$ cat src/rtl/adc_sample_scheduler_if.sv
// adc_sample_scheduler_if
//   Control, ADC-manager and sample-stream signals of the ADC sample scheduler.
//   slave  : the scheduler's view (drives conv_start, the sample stream and flags).
//   master : the environment's view (drives enable, rate_div, ADC byte strobe/data,
//            sample_ready and clear_err).
//   Signals: enable, rate_div[DIV_W], conv_start, new_byte, adc_data[8],
//            sample_data[8], sample_valid, sample_ready, fifo_level[LVL_W],
//            overrun, late, timeout_err, clear_err.
interface adc_sample_scheduler_if #(
   parameter int unsigned DIV_W      = 16,
   parameter int unsigned FIFO_DEPTH = 4
);
   localparam int unsigned LVL_W = $clog2(FIFO_DEPTH) + 1;

   logic             enable;
   logic [DIV_W-1:0] rate_div;
   logic             conv_start;
   logic             new_byte;
   logic [7:0]       adc_data;
   logic [7:0]       sample_data;
   logic             sample_valid;
   logic             sample_ready;
   logic [LVL_W-1:0] fifo_level;
   logic             overrun;
   logic             late;
   logic             timeout_err;
   logic             clear_err;

   modport slave (
      input  enable, rate_div, new_byte, adc_data, sample_ready, clear_err,
      output conv_start, sample_data, sample_valid, fifo_level, overrun, late, timeout_err
   );

   modport master (
      output enable, rate_div, new_byte, adc_data, sample_ready, clear_err,
      input  conv_start, sample_data, sample_valid, fifo_level, overrun, late, timeout_err
   );
endinterface

$ cat src/rtl/adc_sample_scheduler.sv
// adc_sample_scheduler
//   Issues one conv_start pulse per programmable sample period to the ADC
//   serial-read manager, captures each returned byte into a first-word-fall-through
//   FIFO and presents it on a valid/ready stream. Sticky flags report dropped
//   samples (overrun), period ticks during a conversion (late) and conversions
//   that never answered (timeout_err).
//   Ports: clk, rst (synchronous, active high), bus (adc_sample_scheduler_if.slave).
module adc_sample_scheduler #(
   parameter int unsigned DIV_W          = 16,
   parameter int unsigned FIFO_DEPTH     = 4,
   parameter int unsigned TIMEOUT_CYCLES = 2048
) (
   input  logic                    clk,
   input  logic                    rst,
   adc_sample_scheduler_if.slave   bus
);
   localparam int unsigned PTR_W = $clog2(FIFO_DEPTH);
   localparam int unsigned LVL_W = $clog2(FIFO_DEPTH) + 1;
   localparam int unsigned TMO_W = (TIMEOUT_CYCLES > 2) ? $clog2(TIMEOUT_CYCLES) : 1;

   typedef enum logic [1:0] {
      S_IDLE,
      S_ARMED,
      S_CONVERT
   } state_t;

   state_t           r_state;
   logic [DIV_W-1:0] r_cnt;
   logic [TMO_W-1:0] r_tmo;
   logic             r_conv_start;
   logic             r_overrun;
   logic             r_late;
   logic             r_timeout;
   logic [7:0]       r_mem [FIFO_DEPTH];
   logic [PTR_W-1:0] r_wp;
   logic [PTR_W-1:0] r_rp;
   logic [LVL_W-1:0] r_level;

   logic             w_run;
   logic             w_tick;
   logic [DIV_W-1:0] w_reload;
   logic             w_push_req;
   logic             w_full;
   logic             w_pop;
   logic             w_push;
   logic             w_tmo_hit;
   logic             w_late_ev;
   logic             w_ovr_ev;

   // The counter only runs once the FSM has left IDLE, so the first tick lands
   // in the cycle after enable rises, when the FSM is ARMED to take it.
   assign w_run      = bus.enable && (r_state != S_IDLE);
   assign w_tick     = w_run && (r_cnt == '0);
   assign w_reload   = (bus.rate_div < DIV_W'(2)) ? DIV_W'(1) : (bus.rate_div - DIV_W'(1));

   assign w_push_req = (r_state == S_CONVERT) && bus.new_byte;
   assign w_full     = (r_level == LVL_W'(FIFO_DEPTH));
   assign w_pop      = (r_level != '0) && bus.sample_ready;
   // A full FIFO still accepts a byte when the head leaves in the same cycle.
   assign w_push     = w_push_req && (!w_full || w_pop);
   assign w_ovr_ev   = w_push_req && w_full && !w_pop;
   assign w_tmo_hit  = (r_state == S_CONVERT) && !bus.new_byte &&
                       (r_tmo == TMO_W'(TIMEOUT_CYCLES - 1));
   assign w_late_ev  = w_tick && (r_state == S_CONVERT);

   always_ff @(posedge clk) begin
      if (rst) begin
         r_state      <= S_IDLE;
         r_cnt        <= '0;
         r_tmo        <= '0;
         r_conv_start <= 1'b0;
         r_overrun    <= 1'b0;
         r_late       <= 1'b0;
         r_timeout    <= 1'b0;
         r_wp         <= '0;
         r_rp         <= '0;
         r_level      <= '0;
      end else begin
         r_conv_start <= 1'b0;

         if (!bus.enable) begin
            r_cnt <= '0;
         end else if (w_run) begin
            r_cnt <= (r_cnt == '0) ? w_reload : (r_cnt - DIV_W'(1));
         end

         case (r_state)
            S_IDLE: begin
               if (bus.enable) r_state <= S_ARMED;
            end
            S_ARMED: begin
               if (!bus.enable) begin
                  r_state <= S_IDLE;
               end else if (w_tick) begin
                  r_conv_start <= 1'b1;
                  r_tmo        <= '0;
                  r_state      <= S_CONVERT;
               end
            end
            S_CONVERT: begin
               // A tick here is discarded (flagged as late); the conversion runs on.
               if (bus.new_byte || w_tmo_hit) begin
                  r_state <= bus.enable ? S_ARMED : S_IDLE;
               end else begin
                  r_tmo <= r_tmo + TMO_W'(1);
               end
            end
            default: r_state <= S_IDLE;
         endcase

         // Setting events take priority over clear_err.
         r_overrun <= w_ovr_ev  | (r_overrun & ~bus.clear_err);
         r_late    <= w_late_ev | (r_late    & ~bus.clear_err);
         r_timeout <= w_tmo_hit | (r_timeout & ~bus.clear_err);

         if (w_push) r_wp <= r_wp + PTR_W'(1);
         if (w_pop)  r_rp <= r_rp + PTR_W'(1);
         if (w_push && !w_pop) begin
            r_level <= r_level + LVL_W'(1);
         end else if (!w_push && w_pop) begin
            r_level <= r_level - LVL_W'(1);
         end
      end
   end

   // Storage needs no reset: pointers and level define which entries are live.
   always_ff @(posedge clk) begin
      if (w_push && !rst) r_mem[r_wp] <= bus.adc_data;
   end

   assign bus.conv_start   = r_conv_start;
   assign bus.sample_valid = (r_level != '0);
   assign bus.sample_data  = (r_level != '0) ? r_mem[r_rp] : '0;
   assign bus.fifo_level   = r_level;
   assign bus.overrun      = r_overrun;
   assign bus.late         = r_late;
   assign bus.timeout_err  = r_timeout;
endmodule

$ cat src/flat_wrapper.sv
// flat-port wrapper written by rule: the top's interface ports become plain ports
module adc_sample_scheduler_flat 
#(
   parameter int unsigned DIV_W          = 16,
   parameter int unsigned FIFO_DEPTH     = 4,
   parameter int unsigned TIMEOUT_CYCLES = 2048
)
  (clk, rst, bus_enable, bus_rate_div, bus_new_byte, bus_adc_data, bus_sample_ready, bus_clear_err, bus_conv_start, bus_sample_data, bus_sample_valid, bus_fifo_level, bus_overrun, bus_late, bus_timeout_err);
  adc_sample_scheduler_if #(.DIV_W(DIV_W), .FIFO_DEPTH(FIFO_DEPTH)) bus_i ();
  input  logic clk;
  input  logic rst;
  input wire logic [$bits(bus_i.enable)-1:0] bus_enable;
  input wire logic [$bits(bus_i.rate_div)-1:0] bus_rate_div;
  input wire logic [$bits(bus_i.new_byte)-1:0] bus_new_byte;
  input wire logic [$bits(bus_i.adc_data)-1:0] bus_adc_data;
  input wire logic [$bits(bus_i.sample_ready)-1:0] bus_sample_ready;
  input wire logic [$bits(bus_i.clear_err)-1:0] bus_clear_err;
  output wire logic [$bits(bus_i.conv_start)-1:0] bus_conv_start;
  output wire logic [$bits(bus_i.sample_data)-1:0] bus_sample_data;
  output wire logic [$bits(bus_i.sample_valid)-1:0] bus_sample_valid;
  output wire logic [$bits(bus_i.fifo_level)-1:0] bus_fifo_level;
  output wire logic [$bits(bus_i.overrun)-1:0] bus_overrun;
  output wire logic [$bits(bus_i.late)-1:0] bus_late;
  output wire logic [$bits(bus_i.timeout_err)-1:0] bus_timeout_err;
  assign bus_i.enable = bus_enable;
  assign bus_i.rate_div = bus_rate_div;
  assign bus_i.new_byte = bus_new_byte;
  assign bus_i.adc_data = bus_adc_data;
  assign bus_i.sample_ready = bus_sample_ready;
  assign bus_i.clear_err = bus_clear_err;
  assign bus_conv_start = bus_i.conv_start;
  assign bus_sample_data = bus_i.sample_data;
  assign bus_sample_valid = bus_i.sample_valid;
  assign bus_fifo_level = bus_i.fifo_level;
  assign bus_overrun = bus_i.overrun;
  assign bus_late = bus_i.late;
  assign bus_timeout_err = bus_i.timeout_err;
  adc_sample_scheduler #(.DIV_W(DIV_W), .FIFO_DEPTH(FIFO_DEPTH), .TIMEOUT_CYCLES(TIMEOUT_CYCLES)) u_core (.clk(clk), .rst(rst), .bus(bus_i));
endmodule
$ cat config.mk
export PLATFORM = sky130hd
export DESIGN_NAME = adc_sample_scheduler_flat
export DESIGN_NICKNAME = d
export VERILOG_FILES = /design/src/rtl/adc_sample_scheduler_if.sv /design/src/rtl/adc_sample_scheduler.sv /design/src/flat_wrapper.sv
export SDC_FILE = /design/constraint.sdc
export NUM_CORES = 1
export LEC_CHECK = 0
export ABC_CLOCK_PERIOD_IN_PS = 3200
export CORE_ASPECT_RATIO = 1.4
export CORE_MARGIN = 4
export CORE_UTILIZATION = 45
export CTS_CLUSTER_DIAMETER = 50
export DETAILED_ROUTE_END_ITERATION = 12
export PLACE_DENSITY = 0.67
export SLEW_MARGIN = 0
export SYNTH_ARGS = -nofsm -noshare
export SYNTH_HDL_FRONTEND = slang
export SYNTH_SLANG_ARGS = --single-unit
export TNS_END_PERCENT = 10
$ cat constraint.sdc
create_clock -name clk -period 3.2 [get_ports clk]
set_clock_uncertainty 0.15 [all_clocks]
set_input_delay 0.48 -clock clk [delete_from_list [all_inputs] [get_ports clk]]
set_output_delay 0.48 -clock clk [all_outputs]
set_load 0.05 [all_outputs]
==> flow_summary_export.csv <==
group,metric,value,unit
grt,grt_max_degree,19,
timing,period_needed,2.87,ns
clocking,cts-buffers-inserted,9,
routing,vias,2845,
routing,routedLengthMet1,3230,um
floorplanning,fp.dieW,85.7,um
clocking,clk_path_buf_depth,2,
clocking,clock_latency,0.33,ns
timing,fin_hold_ws,0.349,ns
timing,finalCritPeriodShare,0.896,
floorplanning,core_region_area,8200,sq um
synthesis,ys_seq_elements,74,
worst_setup_path,crit_type,"flop to output port",
finish,antennaDiodeCount,0,
synthesis,synthTopCellsByArea,"edfxtp_1 (25%), dfxtp_1 (22%), xnor2_1 (4.8%)",
worst_setup_path,cpPeakStageDelay,0.69,ns
worst_setup_path,crit_arrival,2.24,ns
synthesis,netlist_area,3810,sq um
timing,rsz0062_at_grt,"no",
grt,grt_remaining_overflow,0,
floorplanning,rows,39,
finish,layout.nets,440,
hold_path,hp-class,"flop to flop",
synthesis,ys_seq_area_frac,0.473,
routing,wl_met2,4410,um
grt,grt_use_total,0.171,
routing,wl_met3,317,um
flow_run,drv_cap,0,
routing,firstDrtPassIters,4,
timing,report.final.slew_viol_count,0,
finish,syn2layout_area_growth,22.6,%
clocking,clock_sinks,74,
routing,viasPerCell,5.61,
finish,drive_above_1_share,0.116,
floorplanning,start_util,0.464,
routing,ant_nets,0,
worst_setup_path,critPathLaunchType,"flop",
clocking,cts-root-buf,"clkbuf_16",
pwr,p_per_area,693,nW/um^2
synthesis,synth_largest_area_cell,"edfxtp_1",
synthesis,synth-edff-count,32,
floorplanning,die_h,117,um
synthesis,synth_cell_types,57,
synthesis,synth-main-ff-cell,"dfxtp_1",
worst_setup_path,critical_path_buf_inv_count,2,
worst_setup_path,crit_fanout,8,
routing,drt_iter0_drc,57,
clocking,htreeDepth,3,
synthesis,avgSynthCellArea,10.9,sq um
timing,worst_slew_pin_slew,0.596,ns
hold_path,holdPathStages,2,
clocking,cts-resized-gates,0,
routing,wire_per_inst,16.0,um
clocking,post_cts_buffers,0,
worst_setup_path,crit_family,"buffers and inverters",
timing,report.final.hold_viol_count,0,
routing,topRoutingLayerUsed,"met4",
worst_setup_path,end_kind,"output port",
clocking,cts_tree,"done",
synthesis,synthArstFlopShare,0,
synthesis,synth_nets,390,
synthesis,netlist_instances,350,
timing,setup_viol,0,
worst_setup_path,crit_chain,"buf_4, mux4_2, and2_1, clkdlybuf4s50_1",
clocking,ctsHoldBuffers,0,
floorplanning,io_pins,46,
routing,post-route-drc-count,0,
worst_setup_path,required,2.57,ns
timing,fmax,0.349,GHz
place,port_buffers,45,
worst_setup_path,cp_slowest_cell,"clkdlybuf4s50_1",
grt,grt_pass1_vias,2923,
floorplanning,dieArea,10000,sq um
run_status,status,"completed",
worst_setup_path,r2r_cells,9,
clocking,clkSlewWorstSetupHoldPaths,0.06,ns
timing,setup-tns-final,0,ns
synthesis,synth_top_area_frac,0.252,
place,gp_congestion,0.802,
timing,relSlewSlack,0.601,
pwr,leakagePower,1.62,nW
place,dp_hpwl,6040,um
grt,grt_pass1_wl,13400,um
synthesis,yosysWarnings,0,
pwr,vdd_drop_max,0.597,mV
routing,wirelength,8110,um
grt,antenna_found_initial,0,
worst_setup_path,critical_path_depth,4,
cells by family (layout without fill, tap and decap cells):
logic type,Yosys count,count (layout),share of synthesized area
muxes,12,12,0.0578
AOI/OAI and AO/OA,59,59,0.112
xor gates and xnor gates,30,30,0.0690
and+or+nand+nor,142,142,0.226
adders and majority gates,10,10,0.0348
buffers and inverters,23,78,0.0270
DFF,74,74,0.473
flip-flops by register name (all words and copies together), names as in the netlist, named ones only:
signal and count:
u_core.bus.overrun 1, u_core.bus.timeout_err 1, u_core.bus.fifo_level 3, u_core.bus.late 1
u_core.r_cnt 16, u_core.r_mem 32, u_core.r_state 2, u_core.r_wp 2
u_core.r_rp 2, u_core.r_tmo 11, u_core.bus.conv_start 1
stage by stage:
stage	instances	util	power, mW	area, sq um	setup WS [ns]
floorplan	350	-	1.92	3810	0.563
global placement	491	0.533	2.27	4370	0.384
detailed placement	491	0.533	2.28	4370	0.286
CTS	507	0.569	3.27	4670	0.288
global route	507	0.569	3.39	4670	0.246
finish	507	0.569	3.24	4670	0.333
layout by cell type (no fill, tap or decap), drive strengths merged, types with 8 or more instances in the layout:
master         count
clkdlybuf4s50     45
dfxtp             42
nor2              36
edfxtp            32
xnor2             21
nor3              21
a21oi             17
nand2             14
and2              13
o221ai            12
nand3             11
inv               11
xor2               9
ha                 9
clkbuf             9
nor4               9
mux4               8
nand4              8
layout make-up:
| type | instances | area, sq um |
|---|---|---|
| fill | 727 | 3530 |
| multi-input combinational | 253 | 1900 |
| sequential | 74 | 1800 |
| timing repair buffer | 52 | 503 |
| clock buffer | 9 | 225 |
| tap | 102 | 128 |
| clock inverter | 7 | 68.8 |
| inverter | 10 | 37.5 |
where the power goes:
group / switching [mW] / internal (mW)
combinational: 0.712 / 0.451
clock: 0.379 / 0.601
sequential: 0.0604 / 1.03
total: 1.15 / 2.08
path summary, 6_finish.rpt:
kind	end	startpoint	slack [ns]
setup reg to reg	u_core.bus.fifo_level[2]	u_core.r_state[1]	0.54
hold / removal	u_core.r_tmo[1]	u_core.r_tmo[1]	0.35
setup / recovery	bus_sample_data[0]	flop	0.33
hold reg to reg	u_core.r_tmo[1]	u_core.r_tmo[1]	0.35
cells in the mapped netlist (all sizes together) (4+ instances only):
master and n:
clkbuf 7, nand2 14, a21oi 17, ha 9, nor2b 4, o211a 5, nor2 36, xor2 9
edfxtp 32, mux4 8, nor3 21, buf 6, xnor2 21, inv 10, nor4 9, mux2i 4
nand4 8, and2 13, dfxtp 42, or3 6, o221ai 12, o21ai 7, nand3 11
worst register-to-register path, cell delays in order, from the launching register on:
cell and delay, ns:
dfxtp_1 0.38, nor2b_1 0.34, nand2_1 0.14, nor2_1 0.24, ha_1 0.25, inv_1 0.06
fa_1 0.38, xor2_1 0.18, or3_1 0.33, a21oi_1 0.15
routing by layer:
| metal | global-route usage | vias to the layer above |
|---|---|---|
| met4 | 0.0665 | 0 |
| met5 | 0 | - |
| met1 | 0.179 | 1355 |
| met3 | 0.0378 | 12 |
| met2 | 0.330 | 60 |
| li1 | - | 1418 |
Power figures use the tool's default switching activity.
